## src/rtl/lab4_net_RouterPkg.sv

```systemverilog
// Shared router definitions: input-port index constants and the output-controller FSM state type.
package lab4_net_RouterPkg;

    localparam int PORT_W = 0;
    localparam int PORT_T = 1;
    localparam int PORT_E = 2;

    typedef enum logic {
        IDLE = 1'b0,
        HOLD = 1'b1
    } state_t;

endpackage

```

## src/rtl/lab4_net_RoundRobinPicker.sv

```systemverilog
// Combinational circular priority pick: lowest requester at or after the one-hot prio position.
module lab4_net_RoundRobinPicker #(
    parameter int p_num_reqs  = 3,
    parameter int c_sel_nbits = $clog2(p_num_reqs)
) (
    input  logic [p_num_reqs-1:0]  reqs,
    input  logic [p_num_reqs-1:0]  prio,
    output logic [c_sel_nbits-1:0] winner,
    output logic                   any_val
);

    // Larger offsets are visited first so the smallest circular distance wins.
    always_comb begin
        winner = '0;
        for (int k = p_num_reqs - 1; k >= 0; k--) begin
            for (int i = 0; i < p_num_reqs; i++) begin
                if (prio[i] && reqs[(i + k) % p_num_reqs]) begin
                    winner = c_sel_nbits'((i + k) % p_num_reqs);
                end
            end
        end
        any_val = |reqs;
    end

endmodule

```

## src/rtl/lab4_net_router_output_ctrl.sv

```systemverilog
// Output-port arbiter: round-robin grant with a winner held stable under downstream backpressure.
module lab4_net_router_output_ctrl
    import lab4_net_RouterPkg::*;
#(
    parameter int p_num_reqs  = 3,
    parameter int c_sel_nbits = $clog2(p_num_reqs)
) (
    input  logic                   clk,
    input  logic                   reset,
    input  logic [p_num_reqs-1:0]  reqs,
    output logic [p_num_reqs-1:0]  grants,
    output logic                   out_val,
    input  logic                   out_rdy,
    output logic [c_sel_nbits-1:0] sel
);

    state_t                   state;
    logic [p_num_reqs-1:0]    prio;
    logic [c_sel_nbits-1:0]   held;
    logic [c_sel_nbits-1:0]   winner;
    logic                     any_val;
    logic                     held_req;

    function automatic logic [p_num_reqs-1:0] onehot(input logic [c_sel_nbits-1:0] idx);
        logic [p_num_reqs-1:0] oh;
        oh      = '0;
        oh[idx] = 1'b1;
        return oh;
    endfunction

    // One-hot of (idx+1) mod p_num_reqs: the port just served drops to lowest priority.
    function automatic logic [p_num_reqs-1:0] next_prio(input logic [c_sel_nbits-1:0] idx);
        logic [p_num_reqs-1:0] oh;
        oh = onehot(idx);
        return {oh[p_num_reqs-2:0], oh[p_num_reqs-1]};
    endfunction

    lab4_net_RoundRobinPicker #(
        .p_num_reqs  (p_num_reqs),
        .c_sel_nbits (c_sel_nbits)
    ) u_picker (
        .reqs    (reqs),
        .prio    (prio),
        .winner  (winner),
        .any_val (any_val)
    );

    assign held_req = reqs[held];

    // Outputs are purely combinational; reset overrides them without waiting for a clock.
    always_comb begin
        out_val = 1'b0;
        grants  = '0;
        sel     = held;
        case (state)
            IDLE: begin
                if (any_val) begin
                    out_val = 1'b1;
                    sel     = winner;
                    if (out_rdy) grants = onehot(winner);
                end
            end
            HOLD: begin
                if (held_req) begin
                    out_val = 1'b1;
                    if (out_rdy) grants = onehot(held);
                end
            end
            default: ;
        endcase
        if (!reset) begin
            out_val = 1'b0;
            grants  = '0;
            sel     = '0;
        end
    end

    always_ff @(posedge clk or negedge reset) begin
        if (!reset) begin
            state <= IDLE;
            prio  <= p_num_reqs'(1);
            held  <= '0;
        end else begin
            case (state)
                IDLE: begin
                    if (any_val && out_rdy) begin
                        prio <= next_prio(winner);
                    end else if (any_val) begin
                        held  <= winner;
                        state <= HOLD;
                    end
                end
                HOLD: begin
                    if (held_req && out_rdy) begin
                        prio  <= next_prio(held);
                        state <= IDLE;
                    end else if (!held_req) begin
                        state <= IDLE;
                    end
                end
                default: state <= IDLE;
            endcase
        end
    end

endmodule
```

## config.mk

```make
export PLATFORM = sky130hd
export DESIGN_NAME = lab4_net_router_output_ctrl
export DESIGN_NICKNAME = d
export VERILOG_FILES = /design/src/rtl/lab4_net_RouterPkg.sv /design/src/rtl/lab4_net_RoundRobinPicker.sv /design/src/rtl/lab4_net_router_output_ctrl.sv
export SDC_FILE = /design/constraint.sdc
export NUM_CORES = 1
export LEC_CHECK = 0
export ABC_CLOCK_PERIOD_IN_PS = 2800
export BUFFER_PORTS_ARGS = -buffer_cell sky130_fd_sc_hd__buf_2
export CAP_MARGIN = 0
export CORE_AREA = 2 2 39 41
export DETAILED_ROUTE_END_ITERATION = 10
export DIE_AREA = 0 0 41 43
export SKIP_CTS_REPAIR_TIMING = 1
export SLEW_MARGIN = 15
export SYNTH_ARGS = -nofsm -noshare
export SYNTH_HDL_FRONTEND = slang
export SYNTH_SLANG_ARGS = --single-unit
```

## constraint.sdc

```tcl
create_clock -name clk -period 2.8 [get_ports clk]
set_input_delay 0.7 -clock clk [delete_from_list [all_inputs] [get_ports clk]]
set_output_delay 0.7 -clock clk [all_outputs]
set_load 0.005 [all_outputs]
```

==> summary.md <==
| Metric | Value |
|---|---|
| # DRC | 0 |
| Worst setup SP type | input pin |
| Die width | 41 µm |
| Post-DP HPWL | 820.3 µm |
| Share of layout cells above drive strength 1 | 32.35% |
| Max Root-Sink Buffers | 2 |
| Cell variety after synth | 35 |
| Number of flops mapped to enable cells by yosys | 0 |
| Initial Utilization | 35.80% |
| Via-to-Cell Ratio | 5.619 |
| CTS tree | built |
| Die height | 43 µm |
| Area grow syn2layout | 16.92% |
| Largest net degree at the start of global routing | 12 |
| Max_cap viols | 0 |
| Total congestion overflow | 0 |
| Period utilization | 90.60% |
| Design area | 579.3 µm² |
| Fin. max-slew vios | 0 |
| Mapped cell area | 495.5 µm² |
| DR pass1 iterations | 4 |
| Warnings from Yosys | 0 |
| Site row count | 14 |
| Worst EP arrival | 1840 ps |
| Rel. slew slack | 65.83% |
| RSZ-0062 raised after global routing | no |
| Async S/R FF share, synth | 100.0% |
| Fillers | 140 |
| # port buffers | 11 |
| Worst hold slack | 296.6 ps |
| Register area share after synthesis | 30.56% |
| Via Count | 472 |
| Slew @ Worst Pin | 507.2 ps |
| DRT antenna net count | 0 |
| Tot GR Track Use | 14.99% |
| Cell Area, Placed | 553.0 µm² |
| Pwr dens | 839.7 nW/µm² |
| CTS sink count | 6 |
| LEAKAGE | 0.0002471 µW |
| Minimum clock period | 2537 ps |
| WP data required | 2100 ps |
| Final setup TNS | 0 ps |
| Status | completed |
| Root Buffer | clkbuf_4 |
| First-pass GRT wire length | 1718 µm |
| Avg Cell Area, Syn | 8.848 µm² |
| Max IR drop VDD | 0.0002827 V |
| Final Hold Fails | 0 |
| NumNets Final | 75 |
| Vias in the first global route | 407 |
| Crit-path max FO | 6 |
| Die footprint | 1763 µm² |
| Type of the worst setup path | in2out |
| Clock transition at the registers of the reported paths | 50 ps |
| Antenna violations before repair | 0 |
| Max Freq | 394.2 MHz |
| Worst setup EP type | output port |
| Max Clock Skew | 0.6577 ps |
| Ant diodes | 0 |
| Cts bufs inserted | 3 |
| H-tree level count | 1 |
| DRT Wirelength | 1071 µm |
| Synthesized Nets | 62 |
| Clk Latency, worst-skew pair | 240 ps |
| Cell count after synthesis | 56 |
| GP Congestion | 0.7186 |
| Predominant post-synthesis flop cell | dfrtp_1 |
| Yosys reg bits | 6 |
| Endpoints failing setup | 0 |
| Core Footprint | 1384 µm² |
| Hold crit path type | in2async |
| DR WL/cell | 12.75 µm |
| # IOs | 12 |
| Reg2reg setup slack | 1250 ps |
| Detailed Route Iter0 Violations | 12 |
-- through the flow --
stage / setup slack [ps] / power [µW] / instances / utilization (%)
floorplan: 555.4 / 345.2 / 56 / -
global placement: 292.4 / 400.8 / 80 / 39.96
detailed placement: 297.9 / 402.2 / 80 / 39.96
CTS: 292.6 / 492.2 / 84 / 41.86
global route: 212.9 / 523.6 / 84 / 41.86
finish: 263.3 / 486.5 / 84 / 41.86
-- path summary, 6_finish.rpt --
path / startpoint / end / depth (start not counted)
setup / recovery: reqs[0] / grants[0] / 6
min in group clk: prio[0] / prio[0] / 2
setup reg to reg: prio[2] / held[0] / 4
max in group asynchronous: reset / prio[0] / 1
hold reg to reg: prio[0] / prio[0] / 2
hold / removal: reset / held[0] / 1
-- worst max-delay path: stages --
cell     delay [ps]
buf_2           130
o21ba_2         170
o21ai_0         420
a32oi_1         190
nor2_1          110
buf_2           120
-- report_power, final --
part	switching (µW)	internal [µW]	leakage, µW
Sequential	59.3	131	0.0000724
Clock	32.2	54.1	0.0000150
Combinational	99.9	110	0.000160
-- kinds of logic (layout without fill, tap and decap cells) --
kind of cell,after synthesis,in the layout,synth area share [%]
mux,2,2,4.545
simple gates,24,24,26.77
compound gates,20,20,33.84
flops,6,6,30.56
buf+inv,4,16,4.291
-- Yosys cell counts, drive strengths merged, types with 2 or more instances --
master  number  area [µm²]
and2b        2       15.01
dfrtp        5       125.1
o21ai        2       10.00
buf          2       12.51
and2         2       12.51
nand2        7       26.28
mux2         2       22.52
or2          2       12.52
nor2b        2       12.51
a31oi        2       12.51
a21oi        4       23.77
a32oi        2       17.52
a21boi       2       15.02
nor3         2       10.01
nor2         3       11.26
-- routing by layer --
metal | wire length, µm | GRT usage, %
met1 | 474 | 17.22
met2 | 555 | 22.50
met3 | 29 | 4.712
met4 | 10 | 10.00
met5 | 0 | 0
-- flip-flops by register name, summed over array words and instances, names as in the netlist --
name   count
held       2
prio       3
state      1
-- cells in the final DEF, fill, tap and decap left out, types with 2 or more instances in the layout --
| cell type | count |
|---|---|
| nor2b_1 | 2 |
| nor2_1 | 3 |
| buf_2 | 11 |
| clkbuf_4 | 3 |
| and2_1 | 2 |
| and2b_1 | 2 |
| dfrtp_1 | 5 |
| nand2_1 | 7 |
| mux2_2 | 2 |
| a21oi_1 | 3 |
| a31oi_1 | 2 |
| a32oi_1 | 2 |
| nor3_1 | 2 |
-- cell type report --
type                    instances  area, µm²  area share, %
flip-flops and latches          6      151.4          26.13
inverters                       1      3.754         0.6479
well taps                      16      20.02          3.456
multi-input cells              46      322.8          55.72
clock buffers                   4      26.28          4.536
repair buffers                 11      55.05          9.503
Note: power is estimated with default switching activity, not from simulation.
